File: config.mk
export PLATFORM = sky130hd
export DESIGN_NAME = fp_accum8_flat
export DESIGN_NICKNAME = d
export VERILOG_FILES = /design/src/rtl/fp_accum8_if.sv /design/src/rtl/fp_accum8.sv /design/src/flat_wrapper.sv
export SDC_FILE = /design/constraint.sdc
export NUM_CORES = 1
export LEC_CHECK = 0
export ABC_AREA = 1
export CAP_MARGIN = 20
export CORE_ASPECT_RATIO = 2
export CORE_UTILIZATION = 25
export DETAILED_ROUTE_END_ITERATION = 10
export GPL_TIMING_DRIVEN = 0
export MAX_ROUTING_LAYER = met4
export SYNTH_ARGS = -nofsm -noshare
export SYNTH_HDL_FRONTEND = slang
export SYNTH_SLANG_ARGS = --single-unit
export TNS_END_PERCENT = 10
File: constraint.sdc
create_clock -name aclk -period 1.6 [get_ports aclk]
set_input_delay 0.16 -clock aclk [delete_from_list [all_inputs] [get_ports aclk]]
set_output_delay 0.16 -clock aclk [all_outputs]
set_load 0.02 [all_outputs]
File: src/rtl/fp_accum8_if.sv
// Stream bundle around fp_accum8: product input, adder operand/result channels
// and the finished-coefficient output.
interface fp_accum8_if;
    logic        s_axis_prod_tvalid;
    logic        s_axis_prod_tready;
    logic [31:0] s_axis_prod_tdata;

    logic        m_axis_a_tvalid;
    logic        m_axis_a_tready;
    logic [31:0] m_axis_a_tdata;

    logic        m_axis_b_tvalid;
    logic        m_axis_b_tready;
    logic [31:0] m_axis_b_tdata;

    logic        s_axis_sum_tvalid;
    logic [31:0] s_axis_sum_tdata;

    logic        m_axis_acc_tvalid;
    logic        m_axis_acc_tready;
    logic [31:0] m_axis_acc_tdata;
    logic [5:0]  m_axis_acc_tuser;
    logic        m_axis_acc_tlast;

    // Environment side: product source, adder and downstream consumer.
    modport master (
        output s_axis_prod_tvalid, s_axis_prod_tdata,
        input  s_axis_prod_tready,
        input  m_axis_a_tvalid, m_axis_a_tdata,
        output m_axis_a_tready,
        input  m_axis_b_tvalid, m_axis_b_tdata,
        output m_axis_b_tready,
        output s_axis_sum_tvalid, s_axis_sum_tdata,
        input  m_axis_acc_tvalid, m_axis_acc_tdata, m_axis_acc_tuser, m_axis_acc_tlast,
        output m_axis_acc_tready
    );

    // Accumulator side.
    modport slave (
        input  s_axis_prod_tvalid, s_axis_prod_tdata,
        output s_axis_prod_tready,
        output m_axis_a_tvalid, m_axis_a_tdata,
        input  m_axis_a_tready,
        output m_axis_b_tvalid, m_axis_b_tdata,
        input  m_axis_b_tready,
        input  s_axis_sum_tvalid, s_axis_sum_tdata,
        output m_axis_acc_tvalid, m_axis_acc_tdata, m_axis_acc_tuser, m_axis_acc_tlast,
        input  m_axis_acc_tready
    );
endinterface

File: src/rtl/fp_accum8.sv
// Sums groups of N fp32 products through an external streaming adder and emits
// one indexed coefficient per group (index 0..63, tlast on 63).
module fp_accum8 #(
    parameter int N = 8
) (
    input  logic          aclk,
    input  logic          rst,
    fp_accum8_if.slave    bus,
    output logic          err_unexpected_sum
);

    typedef enum logic [1:0] {S_LOAD, S_ISSUE, S_WAIT, S_OUT} state_t;

    localparam logic [4:0] N_L = 5'(N);

    state_t      state_q, state_d;
    logic [31:0] acc_q, acc_d;
    logic [31:0] bhold_q, bhold_d;
    logic [4:0]  cnt_q, cnt_d;
    logic [5:0]  idx_q, idx_d;
    logic        a_done_q, a_done_d;
    logic        b_done_q, b_done_d;
    logic        err_q, err_d;
    logic        prod_ready_q, prod_ready_d;
    logic        a_valid_q, a_valid_d;
    logic        b_valid_q, b_valid_d;
    logic        acc_valid_q, acc_valid_d;

    logic prod_hs, a_hs, b_hs, acc_hs;
    logic [4:0] cnt_inc;

    assign prod_hs = prod_ready_q && bus.s_axis_prod_tvalid;
    assign a_hs    = a_valid_q && bus.m_axis_a_tready;
    assign b_hs    = b_valid_q && bus.m_axis_b_tready;
    assign acc_hs  = acc_valid_q && bus.m_axis_acc_tready;
    assign cnt_inc = cnt_q + 5'd1;

    always_comb begin
        state_d  = state_q;
        acc_d    = acc_q;
        bhold_d  = bhold_q;
        cnt_d    = cnt_q;
        idx_d    = idx_q;
        a_done_d = a_done_q;
        b_done_d = b_done_q;
        err_d    = err_q;

        case (state_q)
            S_LOAD: begin
                if (prod_hs) begin
                    // The first product of a group seeds the accumulator without an add.
                    if (cnt_q == 5'd0) begin
                        acc_d   = bus.s_axis_prod_tdata;
                        cnt_d   = 5'd1;
                        state_d = (N_L == 5'd1) ? S_OUT : S_LOAD;
                    end else begin
                        bhold_d = bus.s_axis_prod_tdata;
                        state_d = S_ISSUE;
                    end
                end
            end
            S_ISSUE: begin
                a_done_d = a_done_q | a_hs;
                b_done_d = b_done_q | b_hs;
                if (a_done_d && b_done_d) begin
                    a_done_d = 1'b0;
                    b_done_d = 1'b0;
                    state_d  = S_WAIT;
                end
            end
            S_WAIT: begin
                if (bus.s_axis_sum_tvalid) begin
                    acc_d   = bus.s_axis_sum_tdata;
                    cnt_d   = cnt_inc;
                    state_d = (cnt_inc == N_L) ? S_OUT : S_LOAD;
                end
            end
            S_OUT: begin
                if (acc_hs) begin
                    cnt_d   = 5'd0;
                    idx_d   = idx_q + 6'd1;
                    state_d = S_LOAD;
                end
            end
            default: state_d = S_LOAD;
        endcase

        // The adder cannot be stalled, so a result outside WAIT is dropped and flagged.
        if (bus.s_axis_sum_tvalid && (state_q != S_WAIT)) begin
            err_d = 1'b1;
        end

        prod_ready_d = (state_d == S_LOAD);
        a_valid_d    = (state_d == S_ISSUE) && !a_done_d;
        b_valid_d    = (state_d == S_ISSUE) && !b_done_d;
        acc_valid_d  = (state_d == S_OUT);
    end

    always_ff @(posedge aclk) begin
        if (rst) begin
            state_q      <= S_LOAD;
            acc_q        <= 32'd0;
            bhold_q      <= 32'd0;
            cnt_q        <= 5'd0;
            idx_q        <= 6'd0;
            a_done_q     <= 1'b0;
            b_done_q     <= 1'b0;
            err_q        <= 1'b0;
            prod_ready_q <= 1'b1;
            a_valid_q    <= 1'b0;
            b_valid_q    <= 1'b0;
            acc_valid_q  <= 1'b0;
        end else begin
            state_q      <= state_d;
            acc_q        <= acc_d;
            bhold_q      <= bhold_d;
            cnt_q        <= cnt_d;
            idx_q        <= idx_d;
            a_done_q     <= a_done_d;
            b_done_q     <= b_done_d;
            err_q        <= err_d;
            prod_ready_q <= prod_ready_d;
            a_valid_q    <= a_valid_d;
            b_valid_q    <= b_valid_d;
            acc_valid_q  <= acc_valid_d;
        end
    end

    assign bus.s_axis_prod_tready = prod_ready_q;
    assign bus.m_axis_a_tvalid    = a_valid_q;
    assign bus.m_axis_a_tdata     = acc_q;
    assign bus.m_axis_b_tvalid    = b_valid_q;
    assign bus.m_axis_b_tdata     = bhold_q;
    assign bus.m_axis_acc_tvalid  = acc_valid_q;
    assign bus.m_axis_acc_tdata   = acc_q;
    assign bus.m_axis_acc_tuser   = idx_q;
    assign bus.m_axis_acc_tlast   = (idx_q == 6'd63);
    assign err_unexpected_sum     = err_q;

endmodule

File: src/flat_wrapper.sv
// flat-port wrapper written by rule: the top's interface ports become plain ports
module fp_accum8_flat 
#(
    parameter int N = 8
)
  (aclk, rst, err_unexpected_sum, bus_s_axis_prod_tvalid, bus_s_axis_prod_tdata, bus_s_axis_prod_tready, bus_m_axis_a_tvalid, bus_m_axis_a_tdata, bus_m_axis_a_tready, bus_m_axis_b_tvalid, bus_m_axis_b_tdata, bus_m_axis_b_tready, bus_s_axis_sum_tvalid, bus_s_axis_sum_tdata, bus_m_axis_acc_tvalid, bus_m_axis_acc_tdata, bus_m_axis_acc_tuser, bus_m_axis_acc_tlast, bus_m_axis_acc_tready);
  fp_accum8_if bus_i ();
  input  logic aclk;
  input  logic rst;
  output logic err_unexpected_sum;
  input wire logic [$bits(bus_i.s_axis_prod_tvalid)-1:0] bus_s_axis_prod_tvalid;
  input wire logic [$bits(bus_i.s_axis_prod_tdata)-1:0] bus_s_axis_prod_tdata;
  output wire logic [$bits(bus_i.s_axis_prod_tready)-1:0] bus_s_axis_prod_tready;
  output wire logic [$bits(bus_i.m_axis_a_tvalid)-1:0] bus_m_axis_a_tvalid;
  output wire logic [$bits(bus_i.m_axis_a_tdata)-1:0] bus_m_axis_a_tdata;
  input wire logic [$bits(bus_i.m_axis_a_tready)-1:0] bus_m_axis_a_tready;
  output wire logic [$bits(bus_i.m_axis_b_tvalid)-1:0] bus_m_axis_b_tvalid;
  output wire logic [$bits(bus_i.m_axis_b_tdata)-1:0] bus_m_axis_b_tdata;
  input wire logic [$bits(bus_i.m_axis_b_tready)-1:0] bus_m_axis_b_tready;
  input wire logic [$bits(bus_i.s_axis_sum_tvalid)-1:0] bus_s_axis_sum_tvalid;
  input wire logic [$bits(bus_i.s_axis_sum_tdata)-1:0] bus_s_axis_sum_tdata;
  output wire logic [$bits(bus_i.m_axis_acc_tvalid)-1:0] bus_m_axis_acc_tvalid;
  output wire logic [$bits(bus_i.m_axis_acc_tdata)-1:0] bus_m_axis_acc_tdata;
  output wire logic [$bits(bus_i.m_axis_acc_tuser)-1:0] bus_m_axis_acc_tuser;
  output wire logic [$bits(bus_i.m_axis_acc_tlast)-1:0] bus_m_axis_acc_tlast;
  input wire logic [$bits(bus_i.m_axis_acc_tready)-1:0] bus_m_axis_acc_tready;
  assign bus_i.s_axis_prod_tvalid = bus_s_axis_prod_tvalid;
  assign bus_i.s_axis_prod_tdata = bus_s_axis_prod_tdata;
  assign bus_s_axis_prod_tready = bus_i.s_axis_prod_tready;
  assign bus_m_axis_a_tvalid = bus_i.m_axis_a_tvalid;
  assign bus_m_axis_a_tdata = bus_i.m_axis_a_tdata;
  assign bus_i.m_axis_a_tready = bus_m_axis_a_tready;
  assign bus_m_axis_b_tvalid = bus_i.m_axis_b_tvalid;
  assign bus_m_axis_b_tdata = bus_i.m_axis_b_tdata;
  assign bus_i.m_axis_b_tready = bus_m_axis_b_tready;
  assign bus_i.s_axis_sum_tvalid = bus_s_axis_sum_tvalid;
  assign bus_i.s_axis_sum_tdata = bus_s_axis_sum_tdata;
  assign bus_m_axis_acc_tvalid = bus_i.m_axis_acc_tvalid;
  assign bus_m_axis_acc_tdata = bus_i.m_axis_acc_tdata;
  assign bus_m_axis_acc_tuser = bus_i.m_axis_acc_tuser;
  assign bus_m_axis_acc_tlast = bus_i.m_axis_acc_tlast;
  assign bus_i.m_axis_acc_tready = bus_m_axis_acc_tready;
  fp_accum8 #(.N(N)) u_core (.aclk(aclk), .rst(rst), .bus(bus_i), .err_unexpected_sum(err_unexpected_sum));
endmodule
# == After elaboration in Yosys (flattened, before gate mapping) ==
# Cells that the tools add are included.
# op_classes
addsub,2
n_mul,0
div_mod_pow,0
magnitude_cmp,0
n_eq_ne,12
shifts,0
n_mux,20
bitwise,3
n_reduce_logical,19
# op_table
operator,n
$mux 32,3
$pmux 32 s2,1
$mux 5,4
$pmux 5 s3,1
$mux 2,5
$logic_and 1x1->1,8
$pmux 2 s4,1
$add 6x1->6 const B,1
$eq 2x2->1 const B,3
$eq 6x6->1 const B,1
$ne 2x1->1 const B,3
$add 5x1->5 const B,1
$eq 5x4->1 const B,1
$logic_not 5->1,1
$mux 1,5
$reduce_and 5->1,1
$eq 2x1->1 const B,2
$logic_not 2->1,2
$ne 2x2->1 const B,2
$reduce_and 4->1,1
$reduce_and 3->1,1
$reduce_bool 3->1,1
$logic_not 1->1,2
$or 1x1->1,2
other kinds (3),3
# word_totals
regBits,84
latch_bits,0
ramBits,0
rom_bits,0
in_bits,71
out_inout_bits,108
wordCells,68
memories,0

# == Depth between registers and ports, before layout ==
# depth
word_depth,7
ltp_mapped,10
ltp_nobuf,10

# == Worst setup path after synthesis ==
# Ideal clock, no wire load.
# synth_timing
path_type,register to register
startpoint,register u_core.cnt_q[0]
endpoint,register u_core.bhold_q[14] (netlist: u_core.bus.m_axis_b_tdata[14])
t_arrival_ns,1.306
required_ns,1.472
path_slack_ns,0.165
stages_incl_launch_ff,9
n_path_buf,2
synth_period_minus_slack_ns,1.435
cell_sequence,dfxtp_1 > inv_1 > ha_1 > nand4_1 > nand3_1 > buf_2 > clkbuf_2 > o21ai_0 > a21oi_1
# synth_via
elab_chain_len,3
# synth_rtl
element,line_no,rtl
start: declaration,fp_accum8.sv:19,"logic [4:0] cnt_q, cnt_d;"
start signal: assignment,fp_accum8.sv:117,cnt_q <= cnt_d;
$logic_not 5->1,fp_accum8.sv:52,if (cnt_q == 5'd0) begin
$not 1->1 (no line),n/a,
$reduce_and 3->1 (no line),n/a,
end signal: assignment,fp_accum8.sv:116,bhold_q <= bhold_d;
end: declaration,fp_accum8.sv:18,"logic [31:0] bhold_q, bhold_d;"
# Every way passes these cells.
# A chain may end at the register's enable or synchronous reset.

# == Worst setup path after layout ==
# layout_timing
startpoint,register u_core.cnt_q[0]
endpoint,register u_core.acc_q[0] (netlist: u_core.bus.m_axis_a_tdata[0])
# layout_via
elab_chain_len,3
# layout_rtl
element,line_no,rtl
$logic_not 5->1,fp_accum8.sv:52,
$ne 2x1->1 (no line),n/a,
$reduce_and 4->1 (no line),n/a,
end signal: assignment,fp_accum8.sv:102,acc_q <= 32'd0;
end signal: assignment,fp_accum8.sv:115,acc_q <= acc_d;
end: declaration,fp_accum8.sv:17,"logic [31:0] acc_q, acc_d;"
# Every way passes these cells.

==> impl_metrics.env <==
export IMPL_max_freq_ghz=0.6067
export IMPL_critical_path_startpoint_type="flop"
export IMPL_cts_sinks=84
export IMPL_tns_ps=-588.7
export IMPL_async_flop_share_pct=0
export IMPL_num_antenna_cells=0
export IMPL_place_gp_congestion=0.8129
export IMPL_dp_hpwl_um=11010
export IMPL_yosys_area_top_type="dfxtp_1"
export IMPL_violations="negative setup slack"
export IMPL_maxCapViolCount=0
export IMPL_drtPass1Iterations=4
export IMPL_yosys_warnings=0
export IMPL_reg2reg_to="u_core.bus.m_axis_a_tdata[0]$_SDFFE_PP0P_"
export IMPL_initialDrtViolationCount=179
export IMPL_leakage_uw=0.002889
export IMPL_die_area_sq_um=16670
export IMPL_syn_area_per_cell_sq_um=6.999
export IMPL_yosysSeqAreaShare_pct=41.71
export IMPL_critPathKind="reg2reg"
export IMPL_synth_edf_count=0
export IMPL_synth_mux_area_share_pct=0
export IMPL_fin_crit_sh_pct=103.0
export IMPL_r2r_cells=8
export IMPL_track_usage_pct=18.14
export IMPL_fillers=1698
export IMPL_outcome="finished with violations"
export IMPL_reg2reg_slack_ps=-50
export IMPL_cts_root_buf="clkbuf_16"
export IMPL_path_clk_slew_ps=70
export IMPL_yosysUniqueCellTypes=26
export IMPL_setup_slack_ps=-48.26
export IMPL_drv_slew=0
export IMPL_route_detailed_drc=0
export IMPL_yosysTopAreaCellShare_pct=41.71
export IMPL_num_rows=65
export IMPL_crit_fanout=7
export IMPL_cts_hold_buffers=0
export IMPL_vias_per_cell=4.506
export IMPL_synth_xor_area_share_pct=0
export IMPL_finClkSkew_ps=10.76
export IMPL_clk_path_buf_depth=2
export IMPL_drive_gt1_share_pct=20.89
export IMPL_layout_nets=855
export IMPL_worst_pin_slew_ps=673.3
export IMPL_fin_area_sq_um=6721
export IMPL_crit_path_end_kind="flop"
export IMPL_yosysMostFrequentCell="nand2_1"
export IMPL_grt_setup_unrepaired="yes"
export IMPL_multi_input_area_sq_um=1878
export IMPL_die_w_um=91.79
export IMPL_die_height_um=181.6
export IMPL_numCtsBuffers=9
export IMPL_syn_instance_count=576
export IMPL_grt_max_degree=15
export IMPL_ir_worst_vdd_v=0.0006718
export IMPL_grt_pass1_wl_um=22610
export IMPL_min_from="rst"
export IMPL_antenna_found_initial=0
export IMPL_wire_per_inst_um=15.10
export IMPL_holdPathEnd="u_core.bus.m_axis_acc_tuser[2]$_SDFFE_PP0P_"
export IMPL_synth_fa_ha_area_share_pct=1.241
export IMPL_globalRouteOverflowTotal=0
export IMPL_min_path_type="in2reg"
export IMPL_ios=179
export IMPL_synth_top_family_by_area="simple AND/OR/NAND/NOR gates"
export IMPL_syn_num_nets=651
export IMPL_power_density_nw_per_um2=1872
export IMPL_crit_required_ps=1800
export IMPL_synthTopCellsByCount="nand2_1, dfxtp_1, a21oi_1, inv_1, o21ai_0"
export IMPL_hold_depth=2
export IMPL_syn_to_final_growth_pct=66.73
export IMPL_max_slew_margin_pct=55.11
export IMPL_synth_compound_area_share_pct=14.87
export IMPL_initial_utilization_pct=25.55
export IMPL_vias=4443
export IMPL_synth_ff_type="dfxtp_1"
export IMPL_regToRegStartpoint="u_core.cnt_q[0]$_SDFFE_PP0P_"
export IMPL_cts_htree_levels=3
export IMPL_regArea_sq_um=1692
export IMPL_postRouteAntennaNets=0
export IMPL_io_buffers=177
export IMPL_hold_viol=0
export IMPL_setup_violations=26
export IMPL_yosys_area_share_simple_pct=26.63
export IMPL_core_region_area_sq_um=15780
export IMPL_synth_area_leaders="dfxtp_1, nand2_1, a21oi_1, buf_4, nand4_1"
export IMPL_synth_area_sq_um=4031
export IMPL_ys_ff_latch=84
export IMPL_grt_pass1_vias=4287
export IMPL_arrival_ps=1850
export IMPL_drt_total_wl_um=14890
export IMPL_clk_latency_ps=340
export IMPL_placed_area_sq_um=6055
export IMPL_post_route_min_period_ps=1648
export IMPL_cts_tree="yes"
critical path, cell delays in order, from the launching register on:
cell       delay [ps]
dfxtp_4           380
inv_4              70
ha_4              110
nand4_1           210
nand2_4           180
nand3_4           200
clkbuf_16         250
nand2_2            50
a21oi_1            50
routing by layer:
layer  vias to the layer above  share of wire (%)  routed length, um  GRT usage, %
li1                       2251                  -                  -             -
met1                      1986                 37               5493         18.44
met2                       168                 54               8040         33.05
met3                        38                4.6                688         2.806
met4                         0                4.5                668         9.313
met5                         -                  0                  0             -
worst max path at each step:
stage	start	end	slack [ps]
detailed placement	u_core.cnt_q[0]$_SDFFE_PP0P_	u_core.bus.m_axis_b_tdata[11]$_SDFFE_PP0P_	-330
finish	u_core.cnt_q[0]$_SDFFE_PP0P_	u_core.bus.m_axis_a_tdata[0]$_SDFFE_PP0P_	-50
floorplan	u_core.cnt_q[0]$_SDFFE_PP0P_	u_core.bus.m_axis_b_tdata[14]$_SDFFE_PP0P_	170
CTS	u_core.cnt_q[0]$_SDFFE_PP0P_	u_core.cnt_q[1]$_SDFFE_PP0P_	-30
global route	u_core.cnt_q[1]$_SDFFE_PP0P_	u_core.bus.m_axis_a_tdata[28]$_SDFFE_PP0P_	-100
global placement	u_core.cnt_q[0]$_SDFFE_PP0P_	u_core.bus.m_axis_b_tdata[11]$_SDFFE_PP0P_	-330
logic make-up (layout without fill, tap and decap cells):
family | Yosys count | after routing
AOI/OAI and AO/OA | 118 | 118
and+or+nand+nor | 247 | 247
adders and majority gates | 4 | 4
buffers and inverters | 123 | 332
DFF | 84 | 84
what timing repair did:
action,4_1_cts,5_1_grt
resized for setup,37,93
setup endpoints to repair,86,93
cloned,0,3
hold endpoints to repair,0,0
buffers inserted,2,12
pin swaps,3,8
placed cells by master (no fill, tap or decap), types with 3 or more instances in the layout:
master,instances
nand2_2,13
inv_2,4
buf_1,3
nor2_2,3
nand3_1,8
clkbuf_16,12
buf_4,76
o21ai_1,11
dfxtp_1,80
nand2_1,149
o21ai_0,27
nor2_1,23
o21ai_2,4
a21oi_1,65
buf_2,8
inv_1,50
nand2_4,5
nand4_1,39
clkdlybuf4s50_1,145
clkbuf_4,4
dlymetal6s2s_1,4
a21oi_2,8
clkbuf_1,9
buf_8,3
metrics by stage:
stage                     instances  total power (uW)  util, %  setup slack [ps]  hold WS, ps
after floorplan                 576              6666        -             165.2        304.7
after global placement          954              9464    38.37            -330.3        431.8
after detailed placement        954              9509    38.37            -334.7        436.3
after CTS                       972             11940    40.66            -25.41        342.2
after global routing            986             13270    42.60            -101.1        349.0
final                           986             12580    42.60            -48.26        343.7
state kept, by name, summed over array words and instances, names as in the netlist:
| register | flops |
|---|---|
| u_core.bus.m_axis_b_tdata | 32 |
| u_core.bus.m_axis_a_tvalid | 1 |
| u_core.state_q | 2 |
| u_core.cnt_q | 5 |
| u_core.bus.m_axis_b_tvalid | 1 |
| u_core.a_done_q | 1 |
| u_core.bus.s_axis_prod_tready | 1 |
| u_core.bus.m_axis_a_tdata | 32 |
| u_core.err_unexpected_sum | 1 |
| u_core.bus.m_axis_acc_tvalid | 1 |
| u_core.b_done_q | 1 |
| u_core.bus.m_axis_acc_tuser | 6 |
layout make-up:
cell class                      count  share of cell area, %
Multi-Input combinational cell    369                  27.94
Tap cell                          201                  3.742
Sequential cell                    84                  25.17
Clock buffer                       11                  3.611
Buffer                             66                  6.962
Clock inverter                      5                  1.247
Inverter                           56                  3.202
Timing Repair Buffer              194                  28.13
power by group:
part,switching [uW],internal (uW)
Clock,912,1420
Sequential,569,2860
Combinational,3570,3260
Total,5050,7540
No activity file was read; power rests on OpenSTA's default activity.
